File: src/rtl/dmem_pkg.sv
// dmem_pkg: shared encodings for the data-memory arbiter
package dmem_pkg;
  localparam logic [1:0] SIZE_B = 2'b00;
  localparam logic [1:0] SIZE_H = 2'b01;
  localparam logic [1:0] SIZE_W = 2'b10;
  localparam logic [1:0] SIZE_X = 2'b11;
  localparam logic REQ_CORE = 1'b0;
  localparam logic REQ_DMA  = 1'b1;
  typedef enum logic [1:0] {
    ST_IDLE   = 2'd0,
    ST_ACCESS = 2'd1,
    ST_MERGE  = 2'd2,
    ST_RESP   = 2'd3
  } state_t;
endpackage

File: src/rtl/rr_arb2.sv
// rr_arb2: two-way round-robin arbiter, last winner loses the next tie
module rr_arb2 (
  input  logic       clk,
  input  logic       rst,
  input  logic [1:0] valid,
  input  logic       en,
  output logic [1:0] grant
);
  logic last_q, last_d;
  // on contention favour the requester that did not win last; otherwise grant whoever asks
  always_comb begin
    grant  = (valid == 2'b11) ? (last_q ? 2'b01 : 2'b10) : valid;
    last_d = (en && |valid) ? grant[1] : last_q;
  end
  // last winner starts at 1 so the first tie goes to requester 0
  always_ff @(posedge clk or negedge rst) begin
    if (!rst) last_q <= 1'b1;
    else      last_q <= last_d;
  end
endmodule

File: src/rtl/dmem_arbiter.sv
// dmem_arbiter: shares the single-port data memory between core and DMA, with RMW for sub-word stores
module dmem_arbiter
  import dmem_pkg::*;
#(
  parameter int DATA_W      = 32,
  parameter int ADDR_W      = 32,
  parameter int DEPTH_WORDS = 1024
) (
  input  logic                   clk,
  input  logic                   rst,
  input  logic [1:0]             req_valid,
  output logic [1:0]             req_ready,
  input  logic [1:0]             req_we,
  input  logic [1:0][1:0]        req_size,
  input  logic [1:0][ADDR_W-1:0] req_addr,
  input  logic [1:0][DATA_W-1:0] req_wdata,
  output logic [1:0]             resp_valid,
  output logic                   resp_err,
  output logic [DATA_W-1:0]      resp_rdata,
  output logic [ADDR_W-1:0]      mem_A,
  output logic [DATA_W-1:0]      mem_WD,
  output logic                   mem_WE,
  input  logic [DATA_W-1:0]      mem_RD
);
  state_t              state_q, state_d;
  logic                id_q, id_d, we_q, we_d;
  logic [1:0]          size_q, size_d;
  logic [ADDR_W-1:0]   addr_q, addr_d, mem_a_q, mem_a_d, s_addr;
  logic [DATA_W-1:0]   wdata_q, wdata_d, mem_wd_q, mem_wd_d, rdata_q, rdata_d, merged;
  logic                mem_we_q, mem_we_d, err_q, err_d;
  logic [1:0]          rv_q, rv_d, grant, s_size;
  logic                sel, idle, acc, s_err;

  assign idle = (state_q == ST_IDLE);

  rr_arb2 u_arb (
    .clk   (clk),
    .rst   (rst),
    .valid (req_valid),
    .en    (idle),
    .grant (grant)
  );

  // winner selection, accept-time legality check and store-lane merge
  always_comb begin
    sel    = grant[1];
    acc    = idle && |grant;
    s_addr = req_addr[sel];
    s_size = req_size[sel];
    s_err  = (s_size == SIZE_X) || (s_size == SIZE_H && s_addr[0]) ||
             (s_size == SIZE_W && s_addr[1:0] != 2'b00) ||
             (s_addr[ADDR_W-1:2] >= (ADDR_W-2)'(DEPTH_WORDS));
    merged = mem_RD;
    if (size_q == SIZE_B) merged[{addr_q[1:0], 3'b000} +: 8] = wdata_q[7:0];
    else                  merged[{addr_q[1], 4'b0000} +: 16] = wdata_q[15:0];
    req_ready = (idle && rst) ? grant : 2'b00;
  end

  // transaction sequencing; every output is registered on the way into the state that shows it
  always_comb begin
    state_d  = state_q;
    id_d     = id_q;
    we_d     = we_q;
    size_d   = size_q;
    addr_d   = addr_q;
    wdata_d  = wdata_q;
    mem_a_d  = mem_a_q;
    mem_wd_d = mem_wd_q;
    mem_we_d = 1'b0;
    rv_d     = 2'b00;
    err_d    = 1'b0;
    rdata_d  = '0;
    case (state_q)
      ST_IDLE: if (acc) begin
        id_d    = sel;
        we_d    = req_we[sel];
        size_d  = s_size;
        addr_d  = s_addr;
        wdata_d = req_wdata[sel];
        if (s_err) begin
          state_d = ST_RESP;
          rv_d    = {sel, ~sel};
          err_d   = 1'b1;
        end else begin
          state_d  = ST_ACCESS;
          mem_a_d  = {s_addr[ADDR_W-1:2], 2'b00};
          mem_we_d = req_we[sel] && s_size == SIZE_W;
          mem_wd_d = (req_we[sel] && s_size == SIZE_W) ? req_wdata[sel] : mem_wd_q;
        end
      end
      ST_ACCESS: if (we_q && size_q != SIZE_W) begin
        state_d  = ST_MERGE;
        mem_we_d = 1'b1;
        mem_wd_d = merged;
      end else begin
        state_d = ST_RESP;
        rv_d    = {id_q, ~id_q};
        rdata_d = we_q ? '0 : mem_RD;
      end
      ST_MERGE: begin
        state_d = ST_RESP;
        rv_d    = {id_q, ~id_q};
      end
      default: state_d = ST_IDLE;
    endcase
  end

  // state and registered outputs; reset abandons any in-flight transaction
  always_ff @(posedge clk or negedge rst) begin
    if (!rst) begin
      state_q  <= ST_IDLE;
      id_q     <= 1'b0;
      we_q     <= 1'b0;
      size_q   <= 2'b00;
      addr_q   <= '0;
      wdata_q  <= '0;
      mem_a_q  <= '0;
      mem_wd_q <= '0;
      mem_we_q <= 1'b0;
      rv_q     <= 2'b00;
      err_q    <= 1'b0;
      rdata_q  <= '0;
    end else begin
      state_q  <= state_d;
      id_q     <= id_d;
      we_q     <= we_d;
      size_q   <= size_d;
      addr_q   <= addr_d;
      wdata_q  <= wdata_d;
      mem_a_q  <= mem_a_d;
      mem_wd_q <= mem_wd_d;
      mem_we_q <= mem_we_d;
      rv_q     <= rv_d;
      err_q    <= err_d;
      rdata_q  <= rdata_d;
    end
  end

  assign resp_valid = rv_q;
  assign resp_err   = err_q;
  assign resp_rdata = rdata_q;
  assign mem_A      = mem_a_q;
  assign mem_WD     = mem_wd_q;
  assign mem_WE     = mem_we_q;
endmodule

File: config.mk
export PLATFORM = sky130hd
export DESIGN_NAME = dmem_arbiter
export DESIGN_NICKNAME = d
export VERILOG_FILES = /design/src/rtl/dmem_pkg.sv /design/src/rtl/rr_arb2.sv /design/src/rtl/dmem_arbiter.sv
export SDC_FILE = /design/constraint.sdc
export NUM_CORES = 1
export LEC_CHECK = 0
export ABC_AREA = 1
export CAP_MARGIN = 20
export CORE_MARGIN = 4
export CORE_UTILIZATION = 44
export CTS_CLUSTER_SIZE = 10
export DETAILED_ROUTE_END_ITERATION = 10
export GPL_ROUTABILITY_DRIVEN = 0
export MAX_ROUTING_LAYER = met4
export PLACE_DENSITY_LB_ADDON = 0.15
export SLEW_MARGIN = 10
export SYNTH_ARGS = -nofsm -noshare
export SYNTH_HDL_FRONTEND = slang
export SYNTH_SLANG_ARGS = --single-unit
File: constraint.sdc
create_clock -name clk -period 2.7 [get_ports clk]
set_input_delay 0.405 -clock clk [delete_from_list [all_inputs] [get_ports clk]]
set_output_delay 0.405 -clock clk [all_outputs]
set_load 0.005 [all_outputs]
==> summary.md, run 1 <==
| Metric | Value |
|---|---|
| Critical path's top delay family | buffers and inverters |
| Antenna Nets Post-Route | 0 |
| Crit end category | output pin |
| VDD IR-drop max | 0.000650 V |
| Crit path time final | between 2000 and 3000 ps |
| Max Slew Vio Count | 0 |
| Total power | around 10 mW |
| Die width | 134 um |
| Top Ports | 272 |
| Worst path bufs/invs | 3 |
| P&R area growth vs syn | 50.8% |
| Placed Area | 9840 sq um |
| Rel. slew slack | 45.8% |
| First-pass GRT wire length | 36.6 mm |
| Post-synth EDFFs | 0 |
| Largest family of logic cells by synthesized area | simple AND/OR/NAND/NOR gates |
| Hold/Removal Path Class | in2async |
| Outcome | completed |
| RSZ-0062 raised after global routing | no |
| Vias/cell | around 5 |
| Slowest-stage cell, CP | clkdlybuf4s50_1 |
| Netlist Area Pre-Place | a little under 7000 sq um |
| Routed via count | roughly 7.2k |
| CTS Buffer Depth | 2 |
| Clk slew on worst S/H paths | ~60 ps |
| Cell count after synthesis | about 950 |
| Final cell count without fillers | 1425 |
| Die Height | between 100 and 150 um |
| Multiplexer area fraction after synthesis | 2.31% |
| Worst Tran Pin Value | roughly 800 ps |
| Commonest cells after routing, fill and taps aside | 302 x nand2_1, 268 x clkdlybuf4s50_1, 122 x dfrtp_1, 105 x inv_1, 74 x o21ai_0 |
| Power Dens Cells | 936 nW/um^2 |
| Clock latency on the worst-skew pair | approximately 420 ps |
| Post-synthesis adder-cell area fraction | between 1.5 and 2% |
| CTS Buf Count | 17 |
| GR peak layer | met2 |
| CP required | ~2300 ps |
| CP max FO | 29 |
| Global routing usage on met2 | roughly two fifths |
| # setup viols final | 0 |
| Layout cells sized above 1 | roughly 5.9% |
| Row cnt | 45 |
| Grt ovf | 0 |
| Startpoint Class | input port |
| Arr. time, crit path | about 2200 ps |
| GR Util met3 | roughly 7.7% |
| Max Freq | around 390 MHz |
| Switch share | roughly 40% |
| Core box area | approximately 15000 sq um |
| Simple-gate share of the synthesized area | a little over a quarter |
| Die area | ~18000 sq um |
| DPL Wire Length | ~17 mm |
| Predominant post-synthesis flop cell | dfrtp_1 |
| Synth Area in Compound Gates | about 15% |
| Initial DRC count | approximately 660 |
| Initial antenna violation count | 0 |
| Final non-filler cell area | ~10000 sq um |
| Drt drc | 0 |
| Post-synthesis xor/xnor area fraction | 0% |
| Final hold vios | 0 |
| Synth warnings | 0 |
| Leakage | approximately 5.2 nW |
| Worst Clk Skew | ~6.9 ps |
| Pint | between 5 and 6 mW |
| Peak per-stage delay on the critical path | 590 ps |
| GRT Overall Usage | 26.7% |
| Total wire length | 23.0 mm |
| Leading area contributor after synthesis | dfrtp_1 |
| Final core utilization | ~70% |
| Combinational power share | about half |
| # Max-Cap Violations | 0 |
| Top post-synthesis cells by area | dfrtp_1 44%, nand2_1 16%, inv_1 5.7% |
| H-tree levels | 4 |
| Root buffer cell | clkbuf_16 |
| Post-synthesis cell type count | 34 |
| DR WL/cell | roughly 16 um |
| DR pass1 iterations | 5 |
| TritonCTS clock tree | done |
| Post-synthesis register bit count | between 100 and 150 |
| Commonest non-fill, non-tap cell in the layout | nand2_1 |
| Flop pwr share | between 20% and 30% |
| Synth top area share | between 40 and 50% |
| Clk pwr share | 23.1% |
| Switch Pwr | ~4.0 mW |
| Number of nets in the layout | ~1.4k |
| Input/output buffers | 269 |
| Cts hold-fix bufs | 0 |
| Crit-path cells | clkdlybuf4s50_1, nand2_4, nor2_1, inv_1, nor2_1, clkdlybuf4s50_1 |
| Sequential fraction of the synthesis area | 44.4% |
| Tcrit/Tclk final | a little over nine tenths |
| Met1 Resource Use GR | 33.9% |
| Critical path class | in2out |
| Synthesized area per cell | ~7.3 sq um |
| Largest net degree at the start of global routing | 66 |
| Placed cells | roughly 1.4k |
| Vias in the first global route | roughly 7.0k |
| Post-synth ARST share | 100% |
| Initial Util | a little under half |
| CTS Sinks | 123 |
| Antenna cells | 0 |
-- final cells by class --
class | count | area, sq um
Clock buffer | 17 | 425
Tap cell | 211 | 264
Clock inverter | 15 | 163
Inverter | 109 | 409
Fill cell | 1317 | 4870
Sequential cell | 123 | 3080
Timing Repair Buffer | 293 | 2910
Multi-Input combinational cell | 657 | 3200
-- Yosys cell counts (2+ instances only) --
library cell  instances
o22ai_1              16
o211ai_1              8
mux2i_1              16
o221ai_1              8
buf_1                 2
inv_1               106
nor2_1               69
buf_2                18
dfrtp_1             122
nand3_1              51
o21ai_0              74
buf_4                 6
clkbuf_1             35
nand2_2               4
ha_1                  9
a22oi_1               8
nand2_1             302
a21oi_1              51
nand3b_1             21
o32ai_1               8
inv_2                 2
-- through the flow --
stage	hold slack (ps)	TNS [ps]	setup slack [ps]
2_1_floorplan	109	0	441
3_3_place_gp	450	0	76.7
3_5_place_dp	453	-4.13	-4.13
4_1_cts	235	0	23.6
5_1_grt	288	0	5.19
6_report	215	0	112
-- path summary, 6_finish.rpt --
| kind | slack (ps) | cells past startpoint | endpoint | from |
|---|---|---|---|---|
| worst max-delay path | 110 | 6 | req_ready[1] | req_valid[1] |
| worst min-delay path | 220 | 2 | resp_rdata[4] | rst |
| worst max register to register | 380 | 10 | mem_WD[5] | u_arb.last_q |
| worst min register to register | 470 | 2 | mem_A[13] | mem_A[13] |
| max in group asynchronous | 1920 | 2 | resp_rdata[27] | rst |
| min in group clk | 470 | 2 | mem_A[13] | mem_A[13] |
-- per-layer routing --
metal	vias to the layer above	wire length (um)
met1	3269	9430
met4	0	933
li1	3555	-
met3	57	2220
met5	-	0
met2	345	10400
-- what timing repair did --
action | CTS | global route
pin swaps | 0 | 0
resized for setup | 3 | 2
endpoints found under the setup margin | 2 | 2
buffers inserted | 0 | 0
-- registers in the layout (all words and copies together) (netlist names), 2 cells and up --
register and flops:
mem_A 30, state_q 2, mem_WD 32, addr_q 2
wdata_q 16, resp_rdata 32, resp_valid 2, size_q 2
-- cell families after synthesis --
kind of cell               count (synthesis)
and+or+nand+nor                          452
DFF                                      123
buffers and inverters                    170
adders and majority gates                  9
muxes                                     16
AOI/OAI and AO/OA                        178
other                                      1
-- power by group through the flow --
stage	clock (mW)	combinational, mW	sequential (mW)
2_1_floorplan	0	2.77	2.71
3_3_place_gp	0	4.60	2.76
3_5_place_dp	0	4.67	2.77
4_1_cts	2.30	4.72	2.75
5_1_grt	2.39	5.29	2.83
6_report	2.26	4.76	2.76
Note: power is estimated with default switching activity, not from simulation.
==> run 2: changes to the inputs <==
--- a/config.mk
+++ b/config.mk
@@ -13,7 +13,7 @@
 export DETAILED_ROUTE_END_ITERATION = 10
 export GPL_ROUTABILITY_DRIVEN = 0
 export MAX_ROUTING_LAYER = met4
-export PLACE_DENSITY_LB_ADDON = 0.15
+export PLACE_DENSITY = 0.88
 export SLEW_MARGIN = 10
 export SYNTH_ARGS = -nofsm -noshare
 export SYNTH_HDL_FRONTEND = slang
==> run 2 against run 1 <==
  * Global-route usage shrank 0.23 points
  * Count of clock-buffer cells in the layout grew 2
  * Via count is 2.1% higher
  * Flip-flop and latch count is the same
  * Final cell count barely moved
  * Non-clock buffer count grew 1
  * Cell area grew 0.32%
  * Clock skew grew 1.5 ps
  * Critical path depth unchanged
  * Routed wire length is 1.6% higher
  * Worst hold slack worse by 37 ps
  * Critical path type unchanged
  * Largest cell class unchanged
  * Largest power group unchanged
  * Highest routed layer unchanged
==> summary.md, run 2 (same netlist as run 1, synthesis figures left out) <==
| Metric | Value |
|---|---|
| Largest net degree at the start of global routing | ~120 |
| FF-to-FF path depth | 11 |
| CTS Sinks | roughly 120 |
| Clk pwr share | 23.5% |
| Row cnt | between 40 and 50 |
| Pint | between 5 and 6 mW |
| P&R area growth vs syn | 51.3% |
| Die width | 134 um |
| # Max-Cap Violations | 0 |
| Total wire length | 23.3 mm |
| Startpoint Class | input port |
| Leakage | a little over 5 nW |
| RSZ-0062 raised after global routing | no |
| Top Ports | between 200 and 300 |
| GRT Overall Usage | between 20% and 30% |
| Hold/Removal Path Class | in2async |
| Initial DRC count | 854 |
| DR WL/cell | between 15 and 20 um |
| Crit-path cells | clkdlybuf4s50_1, nand2_8, nor2_1, inv_1, nor2_1, clkdlybuf4s50_1 |
| Root buffer cell | clkbuf_16 |
| Tcrit/Tclk final | just under 100% |
| CP max FO | 33 |
| Max Freq | 382 MHz |
| Flop pwr share | between 20 and 30% |
| Routed via count | ~7.4k |
| Vias in the first global route | 7087 |
| Initial antenna violation count | 0 |
| Top Layer Used | met4 |
| Total power | approximately 9.9 mW |
| Drt drc | 0 |
| Metal2 WL | 11.5 mm |
| Reg2reg end | mem_WD[30] |
| Commonest non-fill, non-tap cell in the layout | nand2_1 |
| Switch Pwr | around 4.0 mW |
| Die Height | 134 um |
| Clock latency on the worst-skew pair | between 400 and 500 ps |
| Critical Path Sink | req_ready[1] |
| Layout cells sized above 1 | 5.76% |
| Critical path class | in2out |
| Worst Clk Skew | roughly 8.4 ps |
| R2R Path Start | u_arb.last_q |
| DPL Wire Length | about 17 mm |
| Vias/cell | about 5.2 |
| M1 WL | roughly 8.9 mm |
| Cts hold-fix bufs | 0 |
| Clk slew on worst S/H paths | roughly 60 ps |
| Worst Tran Pin Value | between 600 and 700 ps |
| Final hold slack | roughly 180 ps |
| Combinational power share | about half |
| Outcome | completed |
| H-tree levels | 4 |
| R2R Setup Slk | 400 ps |
| Rel. slew slack | 56.7% |
| First-pass GRT wire length | 36.7 mm |
| DR pass1 iterations | 5 |
| Setup crit start | req_valid[1] |
| VDD IR-drop max | between 0.0006 and 0.0007 V |
| Peak per-stage delay on the critical path | 710 ps |
| Max Slew Vio Count | 0 |
| Die area | 17800 sq um |
| Switch share | approximately two fifths |
| Crit end category | output pin |
| TritonCTS clock tree | done |
| CTS Buf Count | 17 |
| Antenna Nets Post-Route | 0 |
| Power Dens Cells | roughly 950 nW/um^2 |
| Slowest-stage cell, CP | clkdlybuf4s50_1 |
| Core box area | about 15000 sq um |
| Number of nets in the layout | around 1.4k |
| Initial Util | approximately 45% |
| Commonest cells after routing, fill and taps aside | 302 x nand2_1, 268 x clkdlybuf4s50_1, 122 x dfrtp_1, 106 x inv_1, 74 x o21ai_0 |
| Final hold vios | 0 |
| Met3 Routed Length | 2.09 mm |
| # setup viols final | 0 |
| Input/output buffers | ~270 |
| Post-CTS setup buffer count | 0 |
| CP required | 2300 ps |
| Antenna cells | 0 |
| Grt ovf | 0 |
| CTS Buffer Depth | 2 |
| Crit path time final | between 2000 and 3000 ps |
| Arr. time, crit path | approximately 2200 ps |
run 2: power groups by stage:
stage	sequential, mW	combinational [mW]	clock [mW]
3_5_place_dp	2.78	4.69	0
6_report	2.78	4.83	2.34
5_1_grt	2.83	5.33	2.45
3_3_place_gp	2.77	4.57	0
4_1_cts	2.76	4.75	2.37
2_1_floorplan	2.71	2.77	0
run 2: what timing repair did:
item,CTS,global route
pin swaps,0,0
setup endpoints to repair,1,2
gates resized for setup,2,3
run 2: stage by stage:
step	TNS (ps)	area, sq um	std cells	utilization [%]	setup slack (ps)
finish	0	10500	1426	68.4	81.2
global route	0	10500	1426	68.4	10.2
CTS	0	10500	1426	68.3	16.8
detailed placement	-2460	9850	1394	64.3	-74.3
global placement	-74.9	9850	1394	64.3	-5.09
floorplan	0	6930	950	-	441
run 2: layout make-up:
class,instances,area [sq um]
Inverter,109,409
Timing Repair Buffer,294,2920
Fill cell,1228,4830
Tap cell,211,264
Clock inverter,13,165
Multi-Input combinational cell,657,3210
Clock buffer,19,443
Sequential cell,123,3080
run 2: layer usage:
metal,GRT usage [%],up-vias
met4,10.7,0
met3,5.44,75
met2,44.4,425
met5,-,-
met1,31.4,3318
li1,-,3560
run 2: worst min-delay path by stage:
stage,startpoint,cells after the start,slack [ps],endpoint
global placement,mem_A[24],2,450,mem_A[24]
global route,rst,2,220,resp_rdata[19]
CTS,rst,2,190,resp_rdata[19]
floorplan,rst,0,110,addr_q[0]
finish,rst,2,180,resp_rdata[20]
detailed placement,mem_A[28],2,450,mem_A[28]
run 2: worst max-delay path, delay by kind of cell:
kind,cells,cell delay (ps)
AND/OR/NAND/NOR,3,490
buffers and inverters,3,1320
==> run 3: changes to the inputs <==
--- a/config.mk
+++ b/config.mk
@@ -5,15 +5,14 @@
 export SDC_FILE = /design/constraint.sdc
 export NUM_CORES = 1
 export LEC_CHECK = 0
-export ABC_AREA = 1
-export CAP_MARGIN = 20
 export CORE_MARGIN = 4
-export CORE_UTILIZATION = 44
+export CORE_UTILIZATION = 42
 export CTS_CLUSTER_SIZE = 10
 export DETAILED_ROUTE_END_ITERATION = 10
 export GPL_ROUTABILITY_DRIVEN = 0
 export MAX_ROUTING_LAYER = met4
 export PLACE_DENSITY = 0.88
+export RECOVER_POWER = 25
 export SLEW_MARGIN = 10
 export SYNTH_ARGS = -nofsm -noshare
 export SYNTH_HDL_FRONTEND = slang
==> run 3 against run 2 <==
  * Global-route usage fell by 2.1 points
  * Via count decreased by 26%
  * Sequential power up 4%
  * Highest routed layer unchanged
  * Synthesized cell count down 41%
  * Clock power fell by 3%
  * The run now ends with capacitance limit, slew limit left
  * Power fell by 10%
  * Critical endpoint unchanged
  * Combinational power shrank 22%
  * Die area is 7.7% lower
==> summary.md, run 3 <==
| Metric | Value |
|---|---|
| First-pass GRT wire length | between 30 and 40 mm |
| Commonest non-fill, non-tap cell in the layout | clkdlybuf4s50_1 |
| # Max-Cap Violations | 1 |
| Antenna Nets Post-Route | 0 |
| Worst Tran Pin Value | between 1500 and 2000 ps |
| CTS Buffer Depth | 2 |
| Startpoint Class | input port |
| Post-synthesis cell type count | 45 |
| Outcome | complete, but fails checks |
| Sum Neg Setup Slack | 0 ps |
| Most common cell in the netlist | dfrtp_1 |
| Die width | 128 um |
| Die area | ~16000 sq um |
| Routed via count | 5459 |
| Synth warnings | 0 |
| TritonCTS clock tree | done |
| Post-synthesis adder-cell area fraction | 1.85% |
| Synth Area in Compound Gates | around 14% |
| Placed cells | a little under 1k |
| Multiplexer area fraction after synthesis | between 10% and 20% |
| # fillers | between 1k and 1.5k |
| Netlist Area Pre-Place | 6080 sq um |
| RSZ-0062 raised after global routing | no |
| Initial Util | a little over two fifths |
| Row cnt | 43 |
| Initial antenna violation count | 0 |
| Largest family of logic cells by synthesized area | multiplexers |
| Hold/Removal Path Class | reg2reg |
| Post-synth ARST share | 100% |
| Rel. slew slack | -6.97% |
| Failing checks | capacitance limit, slew limit |
| Grt ovf | 0 |
| Commonest cells after routing, fill and taps aside | 268 x clkdlybuf4s50_1, 122 x dfrtp_1, 49 x o21ai_0, 46 x mux2i_1, 44 x and2_1 |
| GR Util met3 | around 6.0% |
| Max Slew Vio Count | approximately 120 |
| Largest net degree at the start of global routing | roughly 120 |
| Final cell count without fillers | approximately 1k |
| Initial DRC count | roughly 440 |
| Post-synthesis register bit count | 123 |
| Synth top area share | 50.2% |
| Total wire length | between 15 and 20 mm |
| VDD IR-drop max | roughly 0.00051 V |
| CP required | 2300 ps |
| Max Freq | 395 MHz |
| GR peak layer | met2 |
| Input/output buffers | around 270 |
| Post-synth EDFFs | 0 |
| Cts hold-fix bufs | 0 |
| DR pass1 iterations | 5 |
| DPL Wire Length | 14.8 mm |
| Total power | 8.94 mW |
| Synthesized area per cell | about 11 sq um |
| Crit end category | output pin |
| Layout cells sized above 1 | a little under a tenth |
| Crit path time final | between 2000 and 3000 ps |
| Power Dens Cells | 931 nW/um^2 |
| Die Height | ~130 um |
| Final hold vios | 0 |
| Vias in the first global route | roughly 5.7k |
| Arr. time, crit path | between 2000 and 2500 ps |
| Met1 Resource Use GR | between 30% and 40% |
| Root buffer cell | clkbuf_16 |
| Drt drc | 0 |
| Post-synthesis xor/xnor area fraction | 0% |
| Cts repair resizes | 0 |
| Worst Clk Skew | between 7 and 8 ps |
| # setup viols final | 0 |
| CTS Buf Count | 17 |
| Clk slew on worst S/H paths | roughly 50 ps |
| Core box area | around 14000 sq um |
| Top Ports | ~270 |
| Critical path class | in2out |
| Clock latency on the worst-skew pair | roughly 410 ps |
| Antenna cells | 0 |
| Sequential fraction of the synthesis area | around 51% |
| Most common library cells after synthesis | 122 x dfrtp_1, 49 x o21ai_0, 46 x mux2i_1, 44 x and2_1, 32 x mux2_1 |
| H-tree levels | 4 |
| Simple-gate share of the synthesized area | between 10% and 20% |
| CTS Sinks | about 120 |
| Leading area contributor after synthesis | dfrtp_1 |
| GRT Overall Usage | ~24% |
| Predominant post-synthesis flop cell | dfrtp_1 |
| Cell count after synthesis | about 560 |
| Number of nets in the layout | approximately 1k |
| Final core utilization | between 60 and 70% |
| Global routing usage on met2 | 39.5% |
| Vias/cell | 5.37 |
| DR WL/cell | ~19 um |
| Leakage | 4.12 nW |
| Post-CTS setup buffer count | 0 |
| Tcrit/Tclk final | a little over nine tenths |
| P&R area growth vs syn | 58.0% |
| Top post-synthesis cells by area | dfrtp_1 50%, mux2i_1 7.6%, mux2_1 5.9% |
| CP max FO | 24 |
[run 3: cell types whose count changed after synthesis, sizes merged, moves of 22 or more]
| cell | previous run | this run |
|---|---|---|
| o21ai | 75 | 49 |
| mux2 | 0 | 58 |
| a21oi | 51 | 29 |
| inv | 108 | 27 |
| a221oi | 0 | 24 |
| nor2 | 70 | 9 |
| and2 | 0 | 44 |
| mux2i | 16 | 46 |
| nand3 | 51 | 3 |
| nand2 | 307 | 30 |
[run 3: final timing paths]
path                              start           end  slack, ps  cells past startpoint
min in group asynchronous           rst   wdata_q[11]        690                      2
min                          mem_WD[23]    mem_WD[23]        480                      1
min reg2reg                  mem_WD[23]    mem_WD[23]        480                      1
max reg2reg                   addr_q[0]    mem_WD[14]        270                      7
max in group asynchronous           rst    mem_WD[22]       1050                      2
max                        req_valid[1]  req_ready[1]        170                      5
[run 3: kinds of logic (layout without fill, tap and decap cells)]
| family | after synthesis | in the layout |
|---|---|---|
| other | 1 | 2 |
| flip-flops | 123 | 123 |
| adder cells (fa/ha/maj) | 9 | 9 |
| AO/OA/AOI/OAI | 138 | 138 |
| AND/OR/NAND/NOR | 115 | 115 |
| buffers and inverters | 66 | 345 |
| multiplexers | 104 | 104 |
[run 3: worst max-delay path, cell delays in order]
cell             delay [ps]
clkdlybuf4s50_1         490
a21boi_4                290
buf_12                  250
and3_1                  180
clkdlybuf4s50_1         510
[run 3: power breakdown]
| part | leakage, nW | internal, mW | switching, mW |
|---|---|---|---|
| sequential | 1.59 | 2.42 | 0.477 |
| clock | 0.288 | 1.51 | 0.767 |
| combinational | 2.24 | 1.96 | 1.82 |
| total | 4.12 | 5.88 | 3.06 |
[run 3: layer usage]
metal	vias to the layer above	wire, um	share of wire, %
met1	2649	7930	41
met2	229	9680	50
met5	-	0	0
li1	2546	-	-
met3	35	1390	7.1
met4	0	476	2.4
[run 3: area by class of cell]
class	count	area, sq um	share of cell area, %
Sequential cell	123	3080	32.1
Clock buffer	22	474	4.94
Inverter	28	105	1.09
Timing Repair Buffer	288	2850	29.7
Multi-Input combinational cell	368	2750	28.6
Tap cell	180	225	2.34
Clock inverter	7	116	1.21
[run 3: per-stage QoR]
| stage | hold WS (ps) | setup slack, ps | cell area (sq um) |
|---|---|---|---|
| 2_1_floorplan | 109 | 194 | 6080 |
| 3_3_place_gp | 468 | 47.8 | 9030 |
| 3_5_place_dp | 471 | -19.8 | 9030 |
| 4_1_cts | 139 | 92.7 | 9620 |
| 5_1_grt | 499 | 83.7 | 9600 |
| 6_report | 484 | 165 | 9600 |
